--- src/rtl/dmem_port_arbiter_pkg.sv ---
// Shared encodings and helpers for the DMEM port arbiter and its lane generator.
package dmem_port_arbiter_pkg;

    // Width of one DMEM word.
    localparam int DMEM_DW = 32;

    // CPU access size encoding as presented on cpu_size.
    typedef enum logic [1:0] {
        SZ_BYTE = 2'b00,
        SZ_HALF = 2'b01,
        SZ_WORD = 2'b10,
        SZ_ILL  = 2'b11
    } size_e;

    // Owner of the read that is in flight through the block RAM.
    typedef enum logic [1:0] {
        OWN_NONE = 2'b00,
        OWN_CPU  = 2'b01,
        OWN_LDR  = 2'b10
    } owner_e;

    // True when the access size and byte offset do not form a naturally aligned access.
    function automatic logic is_misaligned(input logic [1:0] size, input logic [1:0] addr_lo);
        logic mis;
        case (size)
            SZ_BYTE: mis = 1'b0;
            SZ_HALF: mis = addr_lo[0];
            SZ_WORD: mis = (addr_lo != 2'b00);
            default: mis = 1'b1;
        endcase
        return mis;
    endfunction

endpackage

--- src/rtl/dmem_port_arbiter_if.sv ---
// Bundle of CPU, loader and DMEM port signals around the arbiter.
// master: the environment driving requests; slave: the arbiter itself.
interface dmem_port_arbiter_if #(
    parameter int ADDR_W = 12
);
    import dmem_port_arbiter_pkg::*;

    logic                 boot_mode;

    logic                 cpu_req;
    logic                 cpu_we;
    logic [1:0]           cpu_size;
    logic [31:0]          cpu_addr;
    logic [DMEM_DW-1:0]   cpu_wdata;
    logic                 cpu_stall;
    logic                 cpu_rvalid;
    logic                 misalign_err;

    logic                 ldr_valid;
    logic                 ldr_ready;
    logic                 ldr_we;
    logic [ADDR_W-1:0]    ldr_addr;
    logic [DMEM_DW-1:0]   ldr_wdata;
    logic                 ldr_rvalid;

    logic                 dmem_ena;
    logic [3:0]           dmem_wea;
    logic [ADDR_W-1:0]    dmem_addra;
    logic [DMEM_DW-1:0]   dmem_dina;

    modport master (
        output boot_mode,
        output cpu_req, cpu_we, cpu_size, cpu_addr, cpu_wdata,
        input  cpu_stall, cpu_rvalid, misalign_err,
        output ldr_valid, ldr_we, ldr_addr, ldr_wdata,
        input  ldr_ready, ldr_rvalid,
        input  dmem_ena, dmem_wea, dmem_addra, dmem_dina
    );

    modport slave (
        input  boot_mode,
        input  cpu_req, cpu_we, cpu_size, cpu_addr, cpu_wdata,
        output cpu_stall, cpu_rvalid, misalign_err,
        input  ldr_valid, ldr_we, ldr_addr, ldr_wdata,
        output ldr_ready, ldr_rvalid,
        output dmem_ena, dmem_wea, dmem_addra, dmem_dina
    );

endinterface

--- src/rtl/dmem_port_arbiter_store_lane_gen.sv ---
// Big-endian byte-lane mapper: turns CPU size, byte offset and right-aligned
// store data into DMEM byte enables and lane-replicated write data.
// Lane 3 (wea[3]) is bits [31:24], i.e. byte offset 0.
module dmem_port_arbiter_store_lane_gen
    import dmem_port_arbiter_pkg::*;
(
    input  logic               we_i,
    input  logic [1:0]         size_i,
    input  logic [1:0]         addr_lo_i,
    input  logic [DMEM_DW-1:0] wdata_i,
    output logic [3:0]         wea_o,
    output logic [DMEM_DW-1:0] dina_o,
    output logic               misalign_o
);

    logic [3:0] lane_s;
    logic       mis_s;

    // Select lanes and replicate data; misaligned or illegal accesses write nothing.
    always_comb begin
        lane_s = 4'b0000;
        dina_o = wdata_i;
        mis_s  = is_misaligned(size_i, addr_lo_i);
        case (size_i)
            SZ_BYTE: begin
                dina_o = {4{wdata_i[7:0]}};
                case (addr_lo_i)
                    2'b00:   lane_s = 4'b1000;
                    2'b01:   lane_s = 4'b0100;
                    2'b10:   lane_s = 4'b0010;
                    default: lane_s = 4'b0001;
                endcase
            end
            SZ_HALF: begin
                dina_o = {2{wdata_i[15:0]}};
                if (addr_lo_i[1]) begin
                    lane_s = 4'b0011;
                end else begin
                    lane_s = 4'b1100;
                end
            end
            SZ_WORD: lane_s = 4'b1111;
            default: lane_s = 4'b0000;
        endcase
        if (we_i && !mis_s) begin
            wea_o = lane_s;
        end else begin
            wea_o = 4'b0000;
        end
        misalign_o = mis_s;
    end

endmodule

--- src/rtl/dmem_port_arbiter.sv ---
// Shares DMEM port A between the CPU M-stage and a word-wide loader.
// Grant is combinational; the loader is protected from starvation by a
// saturating wait counter, and read ownership is tracked one cycle to match
// block-RAM latency.
module dmem_port_arbiter
    import dmem_port_arbiter_pkg::*;
#(
    parameter int ADDR_W     = 12,
    parameter int STARVE_MAX = 8
)(
    input  logic                clk_i,
    input  logic                rst_ni,
    dmem_port_arbiter_if.slave  bus
);

    localparam logic [7:0] STARVE_MAX_C = 8'(STARVE_MAX);

    logic [7:0]         starve_cnt_q;
    logic [7:0]         starve_cnt_d;
    owner_e             rd_owner_q;
    owner_e             rd_owner_d;
    logic               misalign_err_q;
    logic               misalign_err_d;

    logic               starved_s;
    logic               cpu_grant_s;
    logic               ldr_grant_s;
    logic [3:0]         lane_wea_s;
    logic [DMEM_DW-1:0] lane_dina_s;
    logic               lane_mis_s;
    logic               cpu_addr_unused_s;

    // Upper CPU address bits lie outside the DMEM and are intentionally ignored.
    assign cpu_addr_unused_s = ^bus.cpu_addr[31:ADDR_W+2];

    assign starved_s = (starve_cnt_q == STARVE_MAX_C);

    dmem_port_arbiter_store_lane_gen u_lane_gen (
        .we_i       (bus.cpu_we),
        .size_i     (bus.cpu_size),
        .addr_lo_i  (bus.cpu_addr[1:0]),
        .wdata_i    (bus.cpu_wdata),
        .wea_o      (lane_wea_s),
        .dina_o     (lane_dina_s),
        .misalign_o (lane_mis_s)
    );

    // Grant decision: boot mode favours the loader, otherwise the CPU unless the loader has starved.
    always_comb begin
        cpu_grant_s = 1'b0;
        ldr_grant_s = 1'b0;
        if (!rst_ni) begin
            cpu_grant_s = 1'b0;
            ldr_grant_s = 1'b0;
        end else if (bus.boot_mode) begin
            ldr_grant_s = bus.ldr_valid;
            cpu_grant_s = bus.cpu_req & ~bus.ldr_valid;
        end else if (bus.cpu_req) begin
            if (starved_s && bus.ldr_valid) begin
                ldr_grant_s = 1'b1;
            end else begin
                cpu_grant_s = 1'b1;
            end
        end else begin
            ldr_grant_s = bus.ldr_valid;
        end
    end

    // Next-state for the starvation counter, read owner and sticky error flag.
    always_comb begin
        starve_cnt_d   = 8'd0;
        rd_owner_d     = OWN_NONE;
        misalign_err_d = misalign_err_q | (cpu_grant_s & lane_mis_s);

        if (bus.ldr_valid && !ldr_grant_s) begin
            if (starved_s) begin
                starve_cnt_d = starve_cnt_q;
            end else begin
                starve_cnt_d = starve_cnt_q + 8'd1;
            end
        end else begin
            starve_cnt_d = 8'd0;
        end

        if (cpu_grant_s && !bus.cpu_we) begin
            rd_owner_d = OWN_CPU;
        end else if (ldr_grant_s && !bus.ldr_we) begin
            rd_owner_d = OWN_LDR;
        end else begin
            rd_owner_d = OWN_NONE;
        end
    end

    // State registers; an asynchronous reset also discards any read in flight.
    always_ff @(posedge clk_i or negedge rst_ni) begin
        if (!rst_ni) begin
            starve_cnt_q   <= 8'd0;
            rd_owner_q     <= OWN_NONE;
            misalign_err_q <= 1'b0;
        end else begin
            starve_cnt_q   <= starve_cnt_d;
            rd_owner_q     <= rd_owner_d;
            misalign_err_q <= misalign_err_d;
        end
    end

    // DMEM port mux driven by whichever requester holds the grant.
    always_comb begin
        bus.dmem_addra = '0;
        bus.dmem_wea   = 4'b0000;
        bus.dmem_dina  = '0;
        if (cpu_grant_s) begin
            bus.dmem_addra = bus.cpu_addr[ADDR_W+1:2];
            bus.dmem_wea   = lane_wea_s;
            bus.dmem_dina  = lane_dina_s;
        end else if (ldr_grant_s) begin
            bus.dmem_addra = bus.ldr_addr;
            bus.dmem_wea   = {4{bus.ldr_we}};
            bus.dmem_dina  = bus.ldr_wdata;
        end else begin
            bus.dmem_addra = '0;
            bus.dmem_wea   = 4'b0000;
            bus.dmem_dina  = '0;
        end
    end

    assign bus.dmem_ena     = cpu_grant_s | ldr_grant_s;
    assign bus.cpu_stall    = rst_ni & bus.cpu_req & ~cpu_grant_s;
    assign bus.ldr_ready    = ldr_grant_s;
    assign bus.cpu_rvalid   = (rd_owner_q == OWN_CPU);
    assign bus.ldr_rvalid   = (rd_owner_q == OWN_LDR);
    assign bus.misalign_err = misalign_err_q;

endmodule

--- src/flat_wrapper.sv ---
// flat-port wrapper written by rule: the top's interface ports become plain ports
module dmem_port_arbiter_flat import dmem_port_arbiter_pkg::*;
#(
    parameter int ADDR_W     = 12,
    parameter int STARVE_MAX = 8
)
  (clk_i, rst_ni, bus_boot_mode, bus_cpu_req, bus_cpu_we, bus_cpu_size, bus_cpu_addr, bus_cpu_wdata, bus_cpu_stall, bus_cpu_rvalid, bus_misalign_err, bus_ldr_valid, bus_ldr_we, bus_ldr_addr, bus_ldr_wdata, bus_ldr_ready, bus_ldr_rvalid, bus_dmem_ena, bus_dmem_wea, bus_dmem_addra, bus_dmem_dina);
  dmem_port_arbiter_if #(.ADDR_W(ADDR_W)) bus_i ();
  input  logic clk_i;
  input  logic rst_ni;
  input wire logic [$bits(bus_i.boot_mode)-1:0] bus_boot_mode;
  input wire logic [$bits(bus_i.cpu_req)-1:0] bus_cpu_req;
  input wire logic [$bits(bus_i.cpu_we)-1:0] bus_cpu_we;
  input wire logic [$bits(bus_i.cpu_size)-1:0] bus_cpu_size;
  input wire logic [$bits(bus_i.cpu_addr)-1:0] bus_cpu_addr;
  input wire logic [$bits(bus_i.cpu_wdata)-1:0] bus_cpu_wdata;
  output wire logic [$bits(bus_i.cpu_stall)-1:0] bus_cpu_stall;
  output wire logic [$bits(bus_i.cpu_rvalid)-1:0] bus_cpu_rvalid;
  output wire logic [$bits(bus_i.misalign_err)-1:0] bus_misalign_err;
  input wire logic [$bits(bus_i.ldr_valid)-1:0] bus_ldr_valid;
  input wire logic [$bits(bus_i.ldr_we)-1:0] bus_ldr_we;
  input wire logic [$bits(bus_i.ldr_addr)-1:0] bus_ldr_addr;
  input wire logic [$bits(bus_i.ldr_wdata)-1:0] bus_ldr_wdata;
  output wire logic [$bits(bus_i.ldr_ready)-1:0] bus_ldr_ready;
  output wire logic [$bits(bus_i.ldr_rvalid)-1:0] bus_ldr_rvalid;
  output wire logic [$bits(bus_i.dmem_ena)-1:0] bus_dmem_ena;
  output wire logic [$bits(bus_i.dmem_wea)-1:0] bus_dmem_wea;
  output wire logic [$bits(bus_i.dmem_addra)-1:0] bus_dmem_addra;
  output wire logic [$bits(bus_i.dmem_dina)-1:0] bus_dmem_dina;
  assign bus_i.boot_mode = bus_boot_mode;
  assign bus_i.cpu_req = bus_cpu_req;
  assign bus_i.cpu_we = bus_cpu_we;
  assign bus_i.cpu_size = bus_cpu_size;
  assign bus_i.cpu_addr = bus_cpu_addr;
  assign bus_i.cpu_wdata = bus_cpu_wdata;
  assign bus_cpu_stall = bus_i.cpu_stall;
  assign bus_cpu_rvalid = bus_i.cpu_rvalid;
  assign bus_misalign_err = bus_i.misalign_err;
  assign bus_i.ldr_valid = bus_ldr_valid;
  assign bus_i.ldr_we = bus_ldr_we;
  assign bus_i.ldr_addr = bus_ldr_addr;
  assign bus_i.ldr_wdata = bus_ldr_wdata;
  assign bus_ldr_ready = bus_i.ldr_ready;
  assign bus_ldr_rvalid = bus_i.ldr_rvalid;
  assign bus_dmem_ena = bus_i.dmem_ena;
  assign bus_dmem_wea = bus_i.dmem_wea;
  assign bus_dmem_addra = bus_i.dmem_addra;
  assign bus_dmem_dina = bus_i.dmem_dina;
  dmem_port_arbiter #(.ADDR_W(ADDR_W), .STARVE_MAX(STARVE_MAX)) u_core (.clk_i(clk_i), .rst_ni(rst_ni), .bus(bus_i));
endmodule
--- config.mk ---
export PLATFORM = sky130hd
export DESIGN_NAME = dmem_port_arbiter_flat
export DESIGN_NICKNAME = d
export VERILOG_FILES = /design/src/rtl/dmem_port_arbiter_pkg.sv /design/src/rtl/dmem_port_arbiter_if.sv /design/src/rtl/dmem_port_arbiter_store_lane_gen.sv /design/src/rtl/dmem_port_arbiter.sv /design/src/flat_wrapper.sv
export SDC_FILE = /design/constraint.sdc
export NUM_CORES = 1
export LEC_CHECK = 0
export ABC_AREA = 1
export ABC_CLOCK_PERIOD_IN_PS = 2000
export CORE_UTILIZATION = 30
export CTS_CLUSTER_DIAMETER = 40
export CTS_CLUSTER_SIZE = 40
export DETAILED_ROUTE_END_ITERATION = 8
export HOLD_SLACK_MARGIN = 0.03
export PLACE_DENSITY = 0.78
export SYNTH_ARGS = -nofsm -noshare
export SYNTH_HDL_FRONTEND = slang
export SYNTH_SLANG_ARGS = --single-unit
--- constraint.sdc ---
create_clock -name clk_i -period 2 [get_ports clk_i]
set_clock_uncertainty 0.05 [all_clocks]
set_input_delay 0.4 -clock clk_i [delete_from_list [all_inputs] [get_ports clk_i]]
set_output_delay 0.4 -clock clk_i [all_outputs]
set_load 0.05 [all_outputs]
==> flow_summary.toml <==
[run_status]
outcome = "finished with violations"
failed_checks = "negative setup slack"

[clock_tree]
cts_buffer_depth = 2
root_buffer = "clkbuf_8"
clock_sinks = 11
tritoncts = "yes"
ctsHoldBuffers = 0
htreeDepth = 1
cts_buffers = 3
clk_latency_ps = 250
cts.clk_slew.worst_paths_ps = 60

[worst_setup_path]
reg2reg_from = "u_core.starve_cnt_q[0]$_DFFE_PN0P_"
r2r_end = "u_core.starve_cnt_q[0]$_DFFE_PN0P_"
critPathCaptureType = "primary output"
cp.required_ps = 1550
crit_type = "reg -> out"
path_max_fanout = 18
reg2reg_depth = 8
reg2reg_slack_ps = 250
cp-start-kind = "register"
cp.arrival_ps = 1850

[floorplan]
die_area_um2 = 6054
ios = 171
die_h_um = 77.81
row_count = 27
die_w_um = 77.81
core_area_um2 = 5507
start_util = 0.3131

[global_route]
grt_pass1_wl_um = 13550
gr-usage-all-layers = 0.2829
grt_start_max_net_pins = 46
antenna_found_initial = 0
overflow = 0
grt_pass1_vias = 2901

[synth]
syn-num-nets = 454
avgSynthCellArea_um2 = 5.147
synth_top_area_frac = 0.3505
async_flop_share = 1.000
synth-seq-area-share = 0.1597
synthFlopType = "dfrtp_1"
synth_area_leaders = "nand2_1 (35%), dfrtp_1 (16%), nand3_1 (16%), nor2_1 (7.0%), inv_1 (5.7%)"
synth-edff-count = 0
synth_commonest_cells = "nand2_1 (161), nand3_1 (55), nor2_1 (32)"
syn_inst = 335
synth-seq-cells = 11
post-synth-top-count-cell = "nand2_1"
ys_warn_count = 0
synth.distinct_cells = 21
synthesis.area_um2 = 1724
synth_top_area_cell = "nand2_1"

[sta]
drv_slew = 0
rsz0062_at_grt = "yes"
period_share = 1.151
setup_ws_ps = -301.1
worst_slew_margin_rel = 0.6557
timing.fmax_mhz = 434.6
fin_crit_ps = 2301
setup_viol = 51
worst_pin_slew_ps = 514.9
hold_violations = 0

[job]
maxCapViolCount = 0

[placement]
dp_slack_ps = -353.3
dp_cells = 562
gp_congestion = 0.8587
port_buffers = 152
place.detailed.hpwl_um = 6129

[cells_and_area]
final_cells = 582
finish.net_count = 630
diodes = 0
post_route_cells_drive_above_1_share = 0.3471
areaGrowthSynthToFinish_pct = 158.9

[drt]
ant_nets = 0
dr.pass1.iters = 4
viasPerCell = 4.974
wl_per_cell_um = 15.28
routed_wl_um = 8891
dr.first_iter.drc_count = 160
vias = 2895
drcViolationCount = 0

[worst_hold_path]
min_path_type = "in -> async"

[power_and_ir_drop]
ir_drop_mv = 0.3052
power_per_cell_area_nw_per_um2 = 381.6
p_leak_nw = 2.089
[critical path, stage by stage, from the launching register on]
cell and delay (ps):
dfrtp_1 390, inv_1 70, ha_1 150, nand3_2 90, o21ai_4 180, buf_4 150
nand2_4 70, buf_12 160, nand3_1 130, nand2_4 70, buf_12 150
[layout make-up]
class / count / area [um2]
clock buffers: 4 / 45.04
inverters: 27 / 106.4
well taps: 72 / 90.09
flip-flops and latches: 11 / 275.3
repair buffers: 190 / 2474
fillers: 354 / 1044
multi-input cells: 278 / 1473
[flip-flops by register name, indices dropped and copies added (netlist names)]
| name | cells |
|---|---|
| u_core.starve_cnt_q | 8 |
| u_core.rd_owner_q | 2 |
| u_core.bus.misalign_err | 1 |
[per-stage QoR]
step | area (um2) | power [mW] | TNS (ps) | hold WS (ps) | utilization
4_1_cts | 4380 | 1.673 | -9655 | 97.92 | 0.7955
3_5_place_dp | 4028 | 1.375 | -14060 | 358.1 | 0.7314
3_3_place_gp | 4028 | 1.359 | -13490 | 354.7 | 0.7314
2_1_floorplan | 1824 | 0.7405 | -66.64 | 54.41 | -
6_report | 4463 | 1.703 | -13640 | 94.55 | 0.8105
5_1_grt | 4463 | 1.773 | -17950 | 116.8 | 0.8105
[worst max path at each step]
| stage | to | startpoint | cells past startpoint |
|---|---|---|---|
| final | bus_dmem_wea[1] | u_core.starve_cnt_q[0]$_DFFE_PN0P_ | 10 |
| after detailed placement | bus_dmem_dina[31] | bus_cpu_size[1] | 7 |
| after floorplan | bus_dmem_dina[22] | u_core.starve_cnt_q[0]$_DFFE_PN0P_ | 9 |
| after CTS | bus_dmem_dina[21] | u_core.starve_cnt_q[0]$_DFFE_PN0P_ | 11 |
| after global routing | bus_dmem_wea[1] | u_core.starve_cnt_q[0]$_DFFE_PN0P_ | 11 |
| after global placement | bus_dmem_dina[31] | bus_cpu_size[1] | 7 |
[kinds of logic after synthesis]
group | count (synthesis) | share of synthesized area
xor+xnor | 5 | 0.02540
compound gates | 18 | 0.06604
flops | 11 | 0.1596
simple gates | 253 | 0.5994
fa+ha+maj | 2 | 0.01451
buf+inv | 46 | 0.1350
[placed cells by master (no fill, tap or decap)]
master	count
xnor2_1	1
bufbuf_16	1
buf_2	1
buf_12	57
nand4_1	1
buf_6	2
dlygate4sd2_1	5
ha_1	2
or2_2	1
clkdlybuf4s50_1	93
clkbuf_16	1
clkinv_4	1
nand2_2	62
clkbuf_8	3
nor2_2	1
inv_1	24
dfrtp_1	11
nand3_2	6
nor3_1	1
xor2_1	4
buf_4	27
o21ai_1	1
nor2_4	2
o21ai_4	1
nand3_1	50
buf_16	2
o21ai_0	8
clkbuf_1	1
buf_8	1
nand2_8	1
inv_2	2
nor2_1	29
o211ai_1	8
nand2_4	5
nand2_1	94
[where the power goes]
part | leakage, nW | total (mW) | switching, mW | internal, mW
combinational | 1.92 | 1.24 | 0.616 | 0.622
clock | 0.0228 | 0.232 | 0.0912 | 0.140
sequential | 0.146 | 0.234 | 0.00466 | 0.229
[timing repair]
item                                    in CTS  in global routing
gates resized for setup                     53                  8
buffers inserted                             9                  3
gates cloned                                 3                  1
pin swaps                                   23                 16
endpoints found under the setup margin      51                 51
[layer usage]
layer  routed length, um  GRT usage  part of all wire  vias up
li1                    -          -                 -     1404
met1                3132     0.2943              0.35     1328
met2                4737     0.5460              0.53      144
met3                 859    0.08235             0.097       19
met4                 161    0.07170             0.018        0
met5                   0          0                 0        -
No activity file was read; power rests on OpenSTA's default activity.
